File: config.mk
export PLATFORM = sky130hd
export DESIGN_NAME = mem_port_arbiter
export DESIGN_NICKNAME = d
export VERILOG_FILES = /design/src/rtl/mem_port_arbiter_pkg.sv /design/src/rtl/mem_arb_fairness.sv /design/src/rtl/mem_port_arbiter.sv
export SDC_FILE = /design/constraint.sdc
export NUM_CORES = 1
export LEC_CHECK = 0
export CORE_AREA = 2 2 107 109
export CTS_BUF_LIST = sky130_fd_sc_hd__clkbuf_8 sky130_fd_sc_hd__clkbuf_16
export DETAILED_ROUTE_END_ITERATION = 10
export DIE_AREA = 0 0 109 111
export PLACE_DENSITY = 0.6
export SLEW_MARGIN = 20
export SYNTH_ARGS = -nofsm -noshare
export SYNTH_HDL_FRONTEND = slang
export SYNTH_SLANG_ARGS = --single-unit
File: constraint.sdc
create_clock -name clk -period 1.9 [get_ports clk]
set_input_delay 0.38 -clock clk [delete_from_list [all_inputs] [get_ports clk]]
set_output_delay 0.38 -clock clk [all_outputs]
set_load 0.02 [all_outputs]
File: src/rtl/mem_port_arbiter_pkg.sv
// Shared types and defaults for the single-port memory arbiter.
// Owner encodings tag which requester's read is returning this cycle.
package mem_port_arbiter_pkg;

    typedef enum logic [1:0] {
        OWN_NONE = 2'd0,
        OWN_IF   = 2'd1,
        OWN_DRD  = 2'd2
    } owner_e;

    localparam int MAX_STREAK_DEF = 4;
    localparam int STREAK_W       = 4;

endpackage

File: src/rtl/mem_arb_fairness.sv
// Counts consecutive data grants while fetch waits; forces a fetch grant at the limit.
// State updates on the clock edge; force_if is a pure function of the stored count.
module mem_arb_fairness
    import mem_port_arbiter_pkg::*;
#(
    parameter int MAX_STREAK = MAX_STREAK_DEF
) (
    input  logic clk,
    input  logic reset,
    input  logic if_req,
    input  logic if_gnt,
    input  logic d_gnt,
    output logic force_if
);

    localparam logic [STREAK_W-1:0] STREAK_MAX = STREAK_W'(MAX_STREAK);

    logic [STREAK_W-1:0] streak_q;
    logic [STREAK_W-1:0] streak_d;

    // The count only means something while fetch is actually waiting.
    always_comb begin
        streak_d = streak_q;
        if (if_gnt || !if_req) begin
            streak_d = '0;
        end else if (d_gnt && (streak_q != STREAK_MAX)) begin
            streak_d = streak_q + STREAK_W'(1);
        end
    end

    always_ff @(posedge clk or negedge reset) begin
        if (!reset) begin
            streak_q <= '0;
        end else begin
            streak_q <= streak_d;
        end
    end

    assign force_if = (streak_q == STREAK_MAX);

endmodule

File: src/rtl/mem_port_arbiter.sv
// Shares one 1-cycle-latency single-port RAM between fetch and load/store; data side wins
// unless the fairness streak forces fetch. Grant is combinational, read data returns next cycle.
module mem_port_arbiter
    import mem_port_arbiter_pkg::*;
#(
    parameter int AW         = 32,
    parameter int MAX_STREAK = MAX_STREAK_DEF
) (
    input  logic          clk,
    input  logic          reset,
    input  logic          if_req,
    input  logic [AW-1:0] if_addr,
    input  logic          if_flush,
    output logic          if_gnt,
    output logic          if_rvalid,
    output logic [31:0]   if_rdata,
    input  logic          d_req,
    input  logic          d_we,
    input  logic [3:0]    d_be,
    input  logic [AW-1:0] d_addr,
    input  logic [31:0]   d_wdata,
    output logic          d_gnt,
    output logic          d_rvalid,
    output logic [31:0]   d_rdata,
    output logic          mem_en,
    output logic          mem_we,
    output logic [3:0]    mem_be,
    output logic [AW-1:0] mem_addr,
    output logic [31:0]   mem_wdata,
    input  logic [31:0]   mem_rdata
);

    owner_e owner_q;
    owner_e owner_d;
    logic   flush_pend_q;
    logic   flush_pend_d;
    logic   force_if;
    logic   if_win;
    logic   d_win;

    mem_arb_fairness #(
        .MAX_STREAK (MAX_STREAK)
    ) u_fairness (
        .clk      (clk),
        .reset    (reset),
        .if_req   (if_req),
        .if_gnt   (if_win),
        .d_gnt    (d_win),
        .force_if (force_if)
    );

    // Grants are masked while reset is held so every output reads zero during reset.
    always_comb begin
        if_win = reset && if_req && (!d_req || force_if);
        d_win  = reset && d_req && !if_win;
    end

    assign if_gnt = if_win;
    assign d_gnt  = d_win;

    always_comb begin
        mem_en    = 1'b0;
        mem_we    = 1'b0;
        mem_be    = 4'h0;
        mem_addr  = '0;
        mem_wdata = 32'h0;
        if (if_win) begin
            mem_en   = 1'b1;
            mem_be   = 4'hF;
            mem_addr = if_addr;
        end else if (d_win) begin
            mem_en    = 1'b1;
            mem_we    = d_we;
            mem_be    = d_be;
            mem_addr  = d_addr;
            mem_wdata = d_wdata;
        end
    end

    always_ff @(posedge clk or negedge reset) begin
        if (!reset) begin
            owner_q      <= OWN_NONE;
            flush_pend_q <= 1'b0;
        end else begin
            owner_q      <= owner_d;
            flush_pend_q <= flush_pend_d;
        end
    end

    // Stores complete at grant, so only reads leave an owner behind.
    always_comb begin
        owner_d = OWN_NONE;
        if (if_win) begin
            owner_d = OWN_IF;
        end else if (d_win && !d_we) begin
            owner_d = OWN_DRD;
        end
        flush_pend_d = if_win && if_flush;
    end

    always_comb begin
        if_rvalid = 1'b0;
        if_rdata  = 32'h0;
        d_rvalid  = 1'b0;
        d_rdata   = 32'h0;
        case (owner_q)
            OWN_IF: begin
                if_rvalid = !flush_pend_q && !if_flush;
                if_rdata  = mem_rdata;
            end
            OWN_DRD: begin
                d_rvalid = 1'b1;
                d_rdata  = mem_rdata;
            end
            default: begin
                if_rvalid = 1'b0;
                d_rvalid  = 1'b0;
            end
        endcase
    end

endmodule

### After elaboration in Yosys (flattened, before gate mapping)

Cells that the tools add are included.

| word-level totals | value |
|---|---|
| logic and storage cells | 43 |
| bits of input ports | 138 |
| output and inout port bits | 138 |
| bits in registers | 7 |

| cells by class | value |
|---|---|
| equal/unequal tests | 4 |
| reduce and logical (&&, ||, !) cells | 17 |
| mux-type cells | 18 |
| add/sub/neg operators | 1 |

Operators with widths:

| cell | count |
|---|---|
| 32-bit 2-to-1 mux | 6 |
| 4-bit 2-to-1 mux | 4 |
| 1-bit logical AND | 8 |
| 1-bit logical NOT | 6 |
| 1-bit 2-to-1 mux | 6 |
| 4-bit by 1-bit adder with 4-bit output (second input constant) | 1 |
| 4-bit by 3-bit == test with 1-bit output (second input constant) | 1 |
| 2-bit 2-to-1 mux | 2 |
| 4-bit by 3-bit inequality test with 1-bit output (second input constant) | 1 |
| 2-bit by 1-bit == test with 1-bit output (second input constant) | 1 |
| 2-bit == test (second input constant) | 1 |
| 1-bit logical OR | 2 |
| 2-bit nonzero test | 1 |

### Depth between registers and ports, before layout

| depth | value |
|---|---|
| depth in word-level cells | 8 |
| mapped depth | 7 |
| mapped depth without buffers | 5 |

### Modules after synthesis

A second synthesis with hierarchy kept.

| second synthesis, totals | value |
|---|---|
| cell total of the unflattened synthesis | 270 |
| area, all modules | 1,625.3 um^2 |

Modules (own cells, without submodules):

| module | times used | area each (um^2) | cells each | seq. area each (um^2) |
|---|---|---|---|---|
| mem_port_arbiter | 1 | 1,388.8 | 244 | 75.1 |
| mem_arb_fairness | 1 | 236.5 | 26 | 100.1 |

### Worst setup path after synthesis

Ideal clock, no wire load.

| timing path | value |
|---|---|
| path kind | flip-flop to output port |
| from | reg u_fairness.streak_q[0] |
| to | out mem_addr[10] |
| cell stages (with the launch flop) | 8 |
| data required time | 1.520 ns |
| data arrival time | 1.461 ns |
| slack | 0.059 ns |
| cell sequence | dfrtp_1 -> inv_1 -> ha_1 -> nand3b_4 -> o21a_4 -> buf_6 -> buf_6 -> a22o_1 |

| between the ends | value |
|---|---|
| longest elaborated chain between the ends | 7 |

RTL lines:

| element | RTL line | source |
|---|---|---|
| start: declaration | mem_arb_fairness.sv:18 | `logic [STREAK_W-1:0] streak_q;` |
| start signal: assignment | mem_arb_fairness.sv:35 | `streak_q <= streak_d;` |
| 4-bit by 3-bit == test with 1-bit output * | mem_arb_fairness.sv:39 | `assign force_if = (streak_q == STREAK_MAX);` |
| 1-bit logical OR * | mem_port_arbiter.sv:54 | `if_win = reset && if_req && (!d_req \|\| force_if);` |
| 1-bit logical AND * | mem_port_arbiter.sv:54 |  |
| 1-bit logical NOT | mem_port_arbiter.sv:55 | `d_win = reset && d_req && !if_win;` |
| 1-bit logical AND | mem_port_arbiter.sv:55 |  |
| 32-bit 2-to-1 mux | mem_port_arbiter.sv:71 | `end else if (d_win) begin` |
| 32-bit 2-to-1 mux * | mem_port_arbiter.sv:67 | `if (if_win) begin` |
| end: declaration | mem_port_arbiter.sv:28 | `output logic [AW-1:0] mem_addr,` |

Mark *: on every way between the ends. The rest lies on a longest branch, timed or not.

### Worst setup path in the final report

| timing path | value |
|---|---|
| from | reg u_fairness.streak_q[1] |
| to | out mem_addr[31] |

Same word-level chain as after synthesis.

==> flow_summary.yaml <==
worst_setup_path:
  worstSetupEndpointType: "primary output"
  crit_arrival_ps: 1820
  cp_max_fo: 5
  criticalPathCategory: "reg -> out"
  cp.required_ps: 1520
  startpoint_type: "register"
  slowest_stage: "dfrtp_1"
  critical_path.max_stage_delay_ps: 390
  crit_chain: "inv_2 > ha_4 > nand3b_4 > o21a_4 > buf_12 > clkbuf_16 > a22o_1 > buf_6"
cells_and_area:
  fin_cells: 627
  fin_nets: 625
  area_growth_pct: 232
  layout_common_cells: "clkdlybuf4s50_1, and2_1, dlygate4sd2_1, buf_6, a22o_1"
  final_common_cell: "clkdlybuf4s50_1"
  drive_above_1_share_pct: 26.0
  antenna_cells: 0
  final_area_um2: 4700
route:
  wirelength_mm: 9.90
  vias: 2606
  drc: 0
  avgRoutedWirePerCell_um: 15.8
  first_pass_iters: 4
  ant_nets: 0
  drt_iter0_drc: 104
  vias_per_cell: 4.16
place:
  gp_congestion: 0.882
  dpl_cell_area_um2: 4400
  portBuffers: 275
  dp_cells: 605
  dp_hpwl_mm: 7.76
floorplan:
  die-area_um2: 12100
  die_w_um: 109
  dieHeight_um: 111
  core_um2: 11100
  io_pins: 276
  rows: 39
  start_util_pct: 12.8
synth:
  syn_area_per_cell_um2: 7.49
  ys_ff_latch: 7
  syn_nets: 329
  netlist_instances: 189
  syn-cell-area_um2: 1420
  ys_warn_count: 0
  ys_types: 25
  ys_seq_area_share_pct: 12.4
power_and_ir_drop:
  seq_power_share_pct: 11.0
  intPower_mw: 0.985
  sw_frac_of_total_pct: 31.5
  p_leak_nw: 2.36
  vdd_ir_drop_max_mv: 0.202
  p_per_area_nw_per_um2: 306
  clockPowerShare_pct: 24.7
  power_frac_comb_pct: 64.3
  p_sw_mw: 0.453
timing:
  setup_ws_ps: -301
  fmax_ghz: 0.454
  finalCritPeriodShare_pct: 116
  relSlewSlack_pct: 83.5
  hold_viol_final: 0
  fin_crit_ps: 2200
  tightest_slew_ps: 248
  setup_violations: 69
  rsz0062_at_grt: "yes"
  slew_violations: 0
  finClkSkew_ps: 1.05
global_route:
  grt_pass1_vias: 2600
  grt_overflow: 0
  antenna_found_initial: 0
  grt_max_degree: 34
  grt_usage_pct: 14.4
  grt_pass1_wl_mm: 13.6
clock_network:
  root_buffer: "clkbuf_16"
  clk_path_buf_depth: 2
  clk_latency_ps: 230
  cts.htree.levels: 1
  cts_tree: "built"
  path_clk_slew_ps: 40
  cts_sinks: 7
  cts_buffers: 3
  holdBufCountCts: 0
run:
  maxCapViolCount: 0
run_status:
  status: "finished, violations left"
  violations: "negative setup slack"
min_path:
  hold_path.class: "in -> async"
==> synthesized netlist by cell type (all sizes together) <==
master,n,area [um2]
ha,2,25.0
nand2b,1,6.26
nand2,3,11.3
nand3b,2,27.5
o21a,2,22.5
and3,1,6.26
o21ai,2,10.0
a31oi,2,12.5
and2,99,619
nor3b,1,7.51
o22ai,1,6.26
nand3,2,10.0
clkbuf,8,30.0
a22o,32,280
dfrtp,7,175
a21oi,2,13.8
a21o,4,30.0
nor2b,4,25.0
buf,9,77.6
inv,5,18.8
==> routing by layer <==
| layer | global-route usage (%) | up-vias | wire length (um) |
|---|---|---|---|
| met5 | 0 | - | 0 |
| met4 | 5.47 | 0 | 318 |
| met3 | 3.88 | 18 | 1130 |
| met2 | 27.5 | 188 | 4970 |
| met1 | 14.4 | 1170 | 3470 |
| li1 | - | 1230 | - |
==> what timing repair did <==
| action | in CTS | in global routing |
|---|---|---|
| setup endpoints to repair | 138 | 97 |
| pin swaps | 2 | 6 |
| setup buffers | 7 | 3 |
| hold endpoints to repair | 0 | 0 |
| gates resized for setup | 427 | 55 |
| gates cloned | 4 | 5 |
==> power by group through the flow <==
stage / Sequential, mW / Clock [mW] / Combinational (mW)
2_1_floorplan: 0.160 / 0 / 0.303
3_3_place_gp: 0.159 / 0 / 0.864
3_5_place_dp: 0.159 / 0 / 0.870
4_1_cts: 0.157 / 0.362 / 0.895
5_1_grt: 0.158 / 0.366 / 0.978
6_report: 0.158 / 0.355 / 0.925
==> state kept, by name, indices dropped and copies added (netlist names) <==
signal and flops:
u_fairness.streak_q 4, owner_q 2, flush_pend_q 1
==> final cells by class <==
class | instances | area, um2
Tap cell | 143 | 179
Fill cell | 1114 | 6370
Clock inverter | 1 | 3.75
Multi-Input combinational cell | 160 | 1150
Inverter | 5 | 18.8
Timing Repair Buffer | 308 | 3100
Sequential cell | 7 | 175
Clock buffer | 3 | 75.1
==> critical path: cells and delay by family (launching register included) <==
kind	cells	cell delay, ps
compound gates	2	440
simple gates	1	100
fa+ha+maj	1	130
buf+inv	4	510
flops	1	390
==> final timing paths <==
check | slack (ps) | cells past startpoint | from | endpoint
setup / recovery | -300 | 8 | u_fairness.streak_q[1] | mem_addr[31]
hold / removal | 130 | 2 | reset | owner_q[1]
setup reg to reg | 480 | 8 | u_fairness.streak_q[1] | flush_pend_q
hold reg to reg | 560 | 2 | u_fairness.streak_q[3] | u_fairness.streak_q[3]
max in group asynchronous | 1630 | 2 | reset | u_fairness.streak_q[2]
min in group clk | 560 | 2 | u_fairness.streak_q[3] | u_fairness.streak_q[3]
==> metrics by stage <==
step	utilization (%)	hold slack (ps)	worst slack [ps]	power, mW	setup TNS, ps
4_1_cts	41.2	510	-347	1.41	-19650
5_1_grt	42.5	170	-349	1.50	-17240
6_report	42.5	133	-301	1.44	-13930
2_1_floorplan	-	84.4	58.6	0.463	0
3_5_place_dp	39.7	549	-761	1.03	-51650
3_3_place_gp	39.7	528	-717	1.02	-47980
==> cell families (layout without fill, tap and decap cells) <==
family          after synthesis  count (layout)  share of synthesized area, %
fa+ha+maj                     2               2                          1.77
compound gates               45              45                          26.5
flops                         7               7                          12.4
simple gates                113             113                          50.4
buf+inv                      22             317                          8.93
Note: power is estimated with default switching activity, not from simulation.
